### src/rtl/qcw_pkg.sv
// rtl/qcw_pkg.sv - shared state type and default parameters for the QCW over-current detector
// Contents: qcw_state_t (controller states), DEF_* default parameter values.
package qcw_pkg;

    typedef enum logic [1:0] {
        ST_IDLE    = 2'd0,
        ST_BLANK   = 2'd1,
        ST_ARMED   = 2'd2,
        ST_TRIPPED = 2'd3
    } qcw_state_t;

    localparam int DEF_CHANNELS     = 2;
    localparam int DEF_ADC_WIDTH    = 10;
    localparam int DEF_DEBOUNCE     = 3;
    localparam int DEF_BLANK_CYCLES = 16;

endpackage

### src/rtl/qcw_ocd_channel.sv
// rtl/qcw_ocd_channel.sv - one current-sense channel: limit compare, debounce counter, burst peak
// Ports: clk, reset_n (async active-low); restart clears counter and peak;
//        arm_en enables debounce counting; peak_en enables peak tracking;
//        adc_valid/sample/limit are the live inputs; hit flags the counter reaching
//        DEBOUNCE on this cycle's sample; peak is the registered burst maximum.
module qcw_ocd_channel
    import qcw_pkg::*;
#(
    parameter int ADC_WIDTH = DEF_ADC_WIDTH,
    parameter int DEBOUNCE  = DEF_DEBOUNCE
) (
    input  logic                 clk,
    input  logic                 reset_n,
    input  logic                 restart,
    input  logic                 arm_en,
    input  logic                 peak_en,
    input  logic                 adc_valid,
    input  logic [ADC_WIDTH-1:0] sample,
    input  logic [ADC_WIDTH-1:0] limit,
    output logic                 hit,
    output logic [ADC_WIDTH-1:0] peak
);

    localparam int CW = $clog2(DEBOUNCE + 1);
    localparam logic [CW-1:0] DEB_MAX = CW'(DEBOUNCE);

    logic [CW-1:0] cnt;
    logic [CW-1:0] cnt_inc;
    logic          over;

    // Strict compare: an all-ones limit can never be exceeded, disabling the channel.
    assign over    = sample > limit;
    assign cnt_inc = (cnt == DEB_MAX) ? cnt : cnt + 1'b1;
    // Combinational so the controller can trip on the very edge that samples the data,
    // which lets a trip win over a coincident burst-end pulse.
    assign hit     = arm_en && adc_valid && over && (cnt_inc == DEB_MAX);

    always_ff @(posedge clk or negedge reset_n) begin
        if (!reset_n) begin
            cnt  <= '0;
            peak <= '0;
        end else if (restart) begin
            cnt  <= '0;
            peak <= '0;
        end else begin
            if (arm_en && adc_valid) begin
                cnt <= over ? cnt_inc : '0;
            end
            if (peak_en && adc_valid && (sample > peak)) begin
                peak <= sample;
            end
        end
    end

endmodule

### src/rtl/qcw_ocd_multi.sv
// rtl/qcw_ocd_multi.sv - multi-channel QCW burst over-current detector with blanking and fault latch
// Ports: clk, reset_n (async active-low); adc_valid/adc_data per-channel samples;
//        trip_limit per-channel live limits; qcw_start/qcw_done/clear_fault control pulses;
//        qcw_halt registered halt request; fault_chan latched tripping-channel mask;
//        current_max per-channel burst peaks; armed high only while ARMED.
module qcw_ocd_multi
    import qcw_pkg::*;
#(
    parameter int CHANNELS     = DEF_CHANNELS,
    parameter int ADC_WIDTH    = DEF_ADC_WIDTH,
    parameter int DEBOUNCE     = DEF_DEBOUNCE,
    parameter int BLANK_CYCLES = DEF_BLANK_CYCLES
) (
    input  logic                          clk,
    input  logic                          reset_n,
    input  logic                          adc_valid,
    input  logic [CHANNELS*ADC_WIDTH-1:0] adc_data,
    input  logic [CHANNELS*ADC_WIDTH-1:0] trip_limit,
    input  logic                          qcw_start,
    input  logic                          qcw_done,
    input  logic                          clear_fault,
    output logic                          qcw_halt,
    output logic [CHANNELS-1:0]           fault_chan,
    output logic [CHANNELS*ADC_WIDTH-1:0] current_max,
    output logic                          armed
);

    localparam int BW = (BLANK_CYCLES > 0) ? $clog2(BLANK_CYCLES + 1) : 1;
    localparam logic [BW-1:0] BLANK_LOAD = BW'(BLANK_CYCLES);

    qcw_state_t        state, state_nxt;
    logic [BW-1:0]     blank_cnt, blank_nxt;
    logic              restart;
    logic              trip;
    logic [CHANNELS-1:0] hit;

    assign trip  = |hit;
    assign armed = (state == ST_ARMED);

    always_comb begin
        state_nxt = state;
        blank_nxt = blank_cnt;
        restart   = 1'b0;
        case (state)
            ST_IDLE: begin
                if (qcw_start) begin
                    restart   = 1'b1;
                    blank_nxt = BLANK_LOAD;
                    state_nxt = ST_BLANK;
                end
            end
            ST_BLANK: begin
                if (qcw_start) begin
                    restart   = 1'b1;
                    blank_nxt = BLANK_LOAD;
                end else if (qcw_done) begin
                    state_nxt = ST_IDLE;
                end else if (blank_cnt == '0) begin
                    state_nxt = ST_ARMED;
                end else begin
                    blank_nxt = blank_cnt - 1'b1;
                end
            end
            ST_ARMED: begin
                if (trip) begin
                    state_nxt = ST_TRIPPED;
                end else if (qcw_start) begin
                    restart   = 1'b1;
                    blank_nxt = BLANK_LOAD;
                    state_nxt = ST_BLANK;
                end else if (qcw_done) begin
                    state_nxt = ST_IDLE;
                end
            end
            ST_TRIPPED: begin
                if (clear_fault) begin
                    state_nxt = ST_IDLE;
                end
            end
            default: state_nxt = ST_IDLE;
        endcase
    end

    always_ff @(posedge clk or negedge reset_n) begin
        if (!reset_n) begin
            state      <= ST_IDLE;
            blank_cnt  <= '0;
            fault_chan <= '0;
            qcw_halt   <= 1'b0;
        end else begin
            state     <= state_nxt;
            blank_cnt <= blank_nxt;
            if (restart) begin
                fault_chan <= '0;
            end else if (armed && trip) begin
                fault_chan <= hit;
            end
            // Halt follows the TRIPPED state one edge later, but drops on the same
            // edge that accepts clear_fault.
            qcw_halt <= (state == ST_TRIPPED) && !clear_fault;
        end
    end

    for (genvar k = 0; k < CHANNELS; k++) begin : g_chan
        qcw_ocd_channel #(
            .ADC_WIDTH (ADC_WIDTH),
            .DEBOUNCE  (DEBOUNCE)
        ) u_chan (
            .clk       (clk),
            .reset_n   (reset_n),
            .restart   (restart),
            .arm_en    (armed),
            .peak_en   ((state == ST_BLANK) || (state == ST_ARMED)),
            .adc_valid (adc_valid),
            .sample    (adc_data[k*ADC_WIDTH +: ADC_WIDTH]),
            .limit     (trip_limit[k*ADC_WIDTH +: ADC_WIDTH]),
            .hit       (hit[k]),
            .peak      (current_max[k*ADC_WIDTH +: ADC_WIDTH])
        );
    end

endmodule

### config.mk
export PLATFORM = sky130hd
export DESIGN_NAME = qcw_ocd_multi
export DESIGN_NICKNAME = d
export VERILOG_FILES = /design/src/rtl/qcw_pkg.sv /design/src/rtl/qcw_ocd_channel.sv /design/src/rtl/qcw_ocd_multi.sv
export SDC_FILE = /design/constraint.sdc
export NUM_CORES = 1
export LEC_CHECK = 0
export CAP_MARGIN = 40
export CORE_ASPECT_RATIO = 0.7
export CORE_MARGIN = 2
export CORE_UTILIZATION = 51
export CTS_CLUSTER_DIAMETER = 150
export DETAILED_ROUTE_END_ITERATION = 12
export HOLD_SLACK_MARGIN = 0.06
export PLACE_DENSITY = 0.82
export SLEW_MARGIN = 20
export SYNTH_ARGS = -nofsm -noshare
export SYNTH_HDL_FRONTEND = slang
export SYNTH_SLANG_ARGS = --single-unit
### constraint.sdc
create_clock -name clk -period 2.65 [get_ports clk]
set_input_delay 0.53 -clock clk [delete_from_list [all_inputs] [get_ports clk]]
set_output_delay 0.53 -clock clk [all_outputs]
set_load 0.05 [all_outputs]
### Word level (Yosys, flattened, before mapping)

Index checks and enable logic that the tools add are counted.

| storage, ports and cells | value |
|---|---|
| register bits | 34 |
| bits in latches | 0 |
| bits in writable memories | 0 |
| bits in read-only memories | 0 |
| input bits | 46 |
| output and inout bits | 24 |
| memories kept | 0 |

| cells by class | value |
|---|---|
| add/sub/neg operators | 3 |
| multiply operators | 0 |
| div/mod/pow operators | 0 |
| order comparisons | 4 |
| eq/ne operators | 15 |
| shift operators | 0 |
| multiplexer cells | 32 |
| bitwise gates (word level) | 0 |
| reduce and logical (&&, ||, !) cells | 23 |

Operator list:

| operator | number |
|---|---|
| $gt 10x10->1 | 4 |
| $mux 10 | 4 |
| $mux 2 | 18 |
| $mux 5 | 5 |
| $pmux 5 s3 | 1 |
| $eq 2x2->1 const B | 6 |
| $logic_and 1x1->1 | 10 |
| $ne 3x3->1 const B | 3 |
| $ne 2x2->1 const B | 4 |
| $pmux 2 s4 | 1 |
| $reduce_bool 2->1 | 4 |
| $logic_not 5->1 | 1 |
| $reduce_and 5->1 | 1 |
| $sub 5x1->5 const B | 1 |
| $add 2x1->2 const B | 2 |
| $ne 4x3->1 const B | 1 |
| $reduce_and 4->1 | 1 |
| $reduce_or 2->1 | 2 |
| $reduce_bool 3->1 | 1 |
| $eq 2x1->1 const B | 1 |
| $logic_not 2->1 | 1 |
| $mux 1 | 2 |
| $pmux 1 s2 | 1 |
| $logic_not 1->1 | 1 |
| $logic_or 1x1->1 | 1 |

### Depth between registers and ports, before layout

| depth | value |
|---|---|
| depth in word-level cells | 8 |
| mapped depth | 9 |

### Hierarchy

Synthesis repeated with hierarchy kept, for this count alone.

| second synthesis, totals | value |
|---|---|
| cell total of the unflattened synthesis | 305 |
| area, all modules | 2829.0 um^2 |

By module, submodules not included:

| module | times used | cells each | area each (um^2) | seq. area each (um^2) |
|---|---|---|---|---|
| qcw_ocd_channel | 2 | 121 | 1094.8 | 300.3 |
| qcw_ocd_multi | 1 | 63 | 639.4 | 250.2 |

### Worst setup path after synthesis

Ideal clock, no wire load.

| timing | value |
|---|---|
| path kind | flip-flop to flip-flop |
| from | register g_chan[1].u_chan.peak[9] |
| to | register g_chan[1].u_chan.peak[0] |
| library setup time | 0.119 ns |
| arrival | 2.379 ns |
| data required time | 2.531 ns |
| path slack | 0.151 ns |
| cell stages (with the launch flop) | 10 |
| buffers on the path | 1 |
| clock period less this slack | 2.499 ns |
| cells stage by stage | dfrtp_1 inv_1 ha_1 and4_1 and3_1 a221o_1 o31a_1 clkbuf_2 mux2i_1 nor2_2 |

| between the ends | value |
|---|---|
| cells in the longest elaborated chain, start to end | 3 |

RTL lines:

| what | line | source |
|---|---|---|
| from (decl) | qcw_ocd_channel.sv:21 | `output logic [ADC_WIDTH-1:0] peak` |
| from (signal assigned) | qcw_ocd_channel.sv:50 | `peak <= sample;` |
| $gt 10x10->1 | qcw_ocd_channel.sv:49 | `if (peak_en && adc_valid && (sample > peak)) begin` |
| $logic_and 1x1->1 | qcw_ocd_channel.sv:49 |  |
| $reduce_bool 2->1 (no line) | - |  |

No other way between the ends.
A chain may end at the register's enable or synchronous reset.

### Final worst setup path

| timing | value |
|---|---|
| from | input port trip_limit[7] |
| to | register blank_cnt[4] |

| between the ends | value |
|---|---|
| cells in the longest elaborated chain, start to end | 6 |

RTL lines:

| what | line | source |
|---|---|---|
| from (decl) | qcw_ocd_multi.sv:18 | `input logic [CHANNELS*ADC_WIDTH-1:0] trip_limit,` |
| $gt 10x10->1 | qcw_ocd_channel.sv:32 | `assign over = sample > limit;` |
| $logic_and 1x1->1 (2 in series) | qcw_ocd_channel.sv:36 | `assign hit = arm_en && adc_valid && over && (cnt_inc == DEB_MAX);` |
| $reduce_or 2->1 | qcw_ocd_multi.sv:37 | `assign trip = \|hit;` |
| $ne 2x2->1 (no line) | - |  |
| $reduce_and 4->1 (no line) | - |  |
| to (signal assigned) | qcw_ocd_multi.sv:92 | `blank_cnt <= blank_nxt;` |
| to (decl) | qcw_ocd_multi.sv:32 | `logic [BW-1:0] blank_cnt, blank_nxt;` |

No other way between the ends.

==> reports/metrics.yaml <==
yosys.area_share.simple_pct: 15.2
required_ns: 2.84
seq_area_um2: 851
dp_hpwl_um: 6060
synth_most_common_cell: "inv_1"
wl_um: 8350
fp.dieW_um: 93.8
cap_viol_max_count: 0
num_antenna_cells: 0
synthMuxAreaShare_pct: 3.48
critPathArrivalTime_ns: 2.78
syn_area_mm2: 0.00288
row_count: 22
hold_buffers: 0
setup_tns_ns: 0
leakage_nw: 1.94
hp-class: "register to register"
finalHoldViolCount: 0
clk_latency_ns: 0.30
synth-compound-area-share_pct: 23.0
synthTopCellsByArea: "dfrtp_1 30%, ha_1 20%, inv_1 7.0%"
crit_fanout: 6
synth_common_cells: "54 x inv_1, 47 x ha_1, 34 x dfrtp_1"
io_buffers: 69
ctsHtreeMaxLevel: 2
antenna_found_initial: 0
yosysSeqAreaShare_pct: 29.5
finalMaxSlewViolations: 0
wire_per_inst_um: 16.9
core_area_mm2: 0.00534
place_inst: 482
synth_ff_type: "dfrtp_1"
cts_tree: "built"
synth_top_family_by_area: "compound AO/OA/AOI/OAI gates"
ys_seq_elements: 34
track_usage_pct: 25.6
crit_type: "input port to register"
cp-end-kind: "register"
first_global_vias: 2668
multiInputGateArea_mm2: 0.00195
initial_core_util_pct: 53.9
grt_first_pass_wirelength_um: 12200
drc: 0
synth_async_sr_flop_share_pct: 100
avgSynthCellArea_um2: 8.97
synth_cells: 321
synth_top_area_share_pct: 29.5
cp-start-kind: "input port"
powerDensity_mw_per_mm2: 908
cts_sinks: 34
cpLargestDelayFamily: "compound AO/OA/AOI/OAI gates"
slew_headroom_pct: 66.3
cts_root_buf: "clkbuf_8"
tightest_slew_ns: 0.504
status: "complete, no violations"
yosysWarnings: 0
timing.hold.ws_ns: 0.534
ioPinCount: 70
syn_nets: 414
dieArea_mm2: 0.00627
critPathMaxStageDelay_ns: 0.48
globalplace.congestion: 0.909
die_height_um: 66.9
drt_pass1_iterations: 4
yosysTopAreaCell: "dfrtp_1"
path_clk_slew_ns: 0.08
via_per_inst: 5.71
grt_max_degree: 35
fmax_mhz: 387
fin_nets: 513
min_period_ns: 2.59
critPathMostFrequentCell: "inv_2"
path_cells: "clkdlybuf4s50_1, inv_2, ha_4, nand4_1, inv_2, a2111oi_4, o22ai_2, or2_4, o211a_1"
fin_area_mm2: 0.00417
postRouteAntennaNets: 0
grt_overflow_total: 0
cts_buffer_depth: 2
layout-drive-gt1-share_pct: 20.7
synthXorXnorAreaFrac_pct: 0
cts_buffers: 5
area_delta_synth_final_pct: 44.8
skew_ns: 0.0137
path_buf_inv: 3
drt_iter0_drc: 205
fin_crit_sh_pct: 97.6
slowest_stage: "clkdlybuf4s50_1"
placed_cell_area_mm2: 0.00383
synth_edf_count: 0
synthAdderAreaFrac_pct: 20.4
setup_viol: 0
ir_worst_vdd_uv: 644
fin_util_pct: 78.1
finalNonFillerCells: 493
vias: 2816
synth.distinct_cells: 47
n_fill_cell: 363
-- sequential cells by signal, summed over array words and instances, names as in the netlist --
name	cells
fault_chan	2
qcw_halt	1
blank_cnt	5
g_chan.u_chan.peak	20
g_chan.u_chan.cnt	4
state	2
-- report_power, final --
group	leakage [nW]	internal (W)	switching, W	total [W]
Sequential	0.457	0.000705	0.000181	0.000886
Clock	0.0452	0.000185	0.000204	0.000389
Combinational	1.43	0.000997	0.00151	0.00251
Total	1.94	0.00189	0.00190	0.00378
-- final timing paths --
kind / start / cells after the start / end / slack (ns)
min in group asynchronous: reset_n / 2 / g_chan[0].u_chan.peak[5] / 0.64
min: blank_cnt[0] / 1 / blank_cnt[0] / 0.53
max reg2reg: g_chan[1].u_chan.peak[9] / 9 / g_chan[1].u_chan.peak[1] / 0.32
max in group asynchronous: reset_n / 2 / g_chan[1].u_chan.cnt[0] / 1.67
max: trip_limit[7] / 9 / blank_cnt[4] / 0.06
min reg2reg: blank_cnt[0] / 1 / blank_cnt[0] / 0.53
-- cell families after synthesis --
| group | after synthesis |
|---|---|
| AOI/OAI and AO/OA | 87 |
| DFF | 34 |
| and+or+nand+nor | 83 |
| adders and majority gates | 47 |
| buffers and inverters | 60 |
| muxes | 10 |
-- layout make-up --
| type | count | area share, % |
|---|---|---|
| Inverter | 54 | 4.86 |
| Timing Repair Buffer | 98 | 23.6 |
| Clock buffer | 6 | 1.74 |
| Tap cell | 72 | 2.16 |
| Clock inverter | 2 | 0.330 |
| Sequential cell | 34 | 20.4 |
| Multi-Input combinational cell | 227 | 46.9 |
-- timing repair --
action                     4_1_cts  5_1_grt
buffers inserted                 0        1
pin swaps                        0       23
cloned                           0        1
gates resized for setup          2       40
setup endpoints to repair        8       32
-- metrics by stage --
stage               worst slack, ns  power (W)
finish                       0.0627    0.00378
global route                -0.0202    0.00401
CTS                       0.0000355    0.00361
detailed placement           -0.334    0.00320
global placement             -0.281    0.00313
floorplan                     0.151    0.00243
-- worst reg2reg max path: cells and delay by family (launching register included) --
kind                       cells  cell delay (ns)
AOI/OAI and AO/OA              2             0.62
and+or+nand+nor                3             0.48
DFF                            1             0.39
adders and majority gates      1             0.28
buffers and inverters          2             0.24
muxes                          1             0.22
-- metal layers --
layer,share of wire [%],vias up,global-route usage [%],wire length [um]
met5,0,-,0,0
met4,1.4,0,6.34,114
met3,7.7,14,6.33,644
met2,46,116,40.2,3830
met1,45,1350,35.5,3760
li1,-,1336,-,-
-- cells in the final DEF (no fill, tap or decap), types with 13 or more instances in the layout --
master	n
a21oi_2	13
dlymetal6s2s_1	17
ha_1	38
dfrtp_1	34
buf_4	25
a21oi_1	13
nand3_1	14
o21ai_0	13
inv_1	50
clkdlybuf4s50_1	52
nor2_1	13
nand2_1	16
Note: power is estimated with default switching activity, not from simulation.
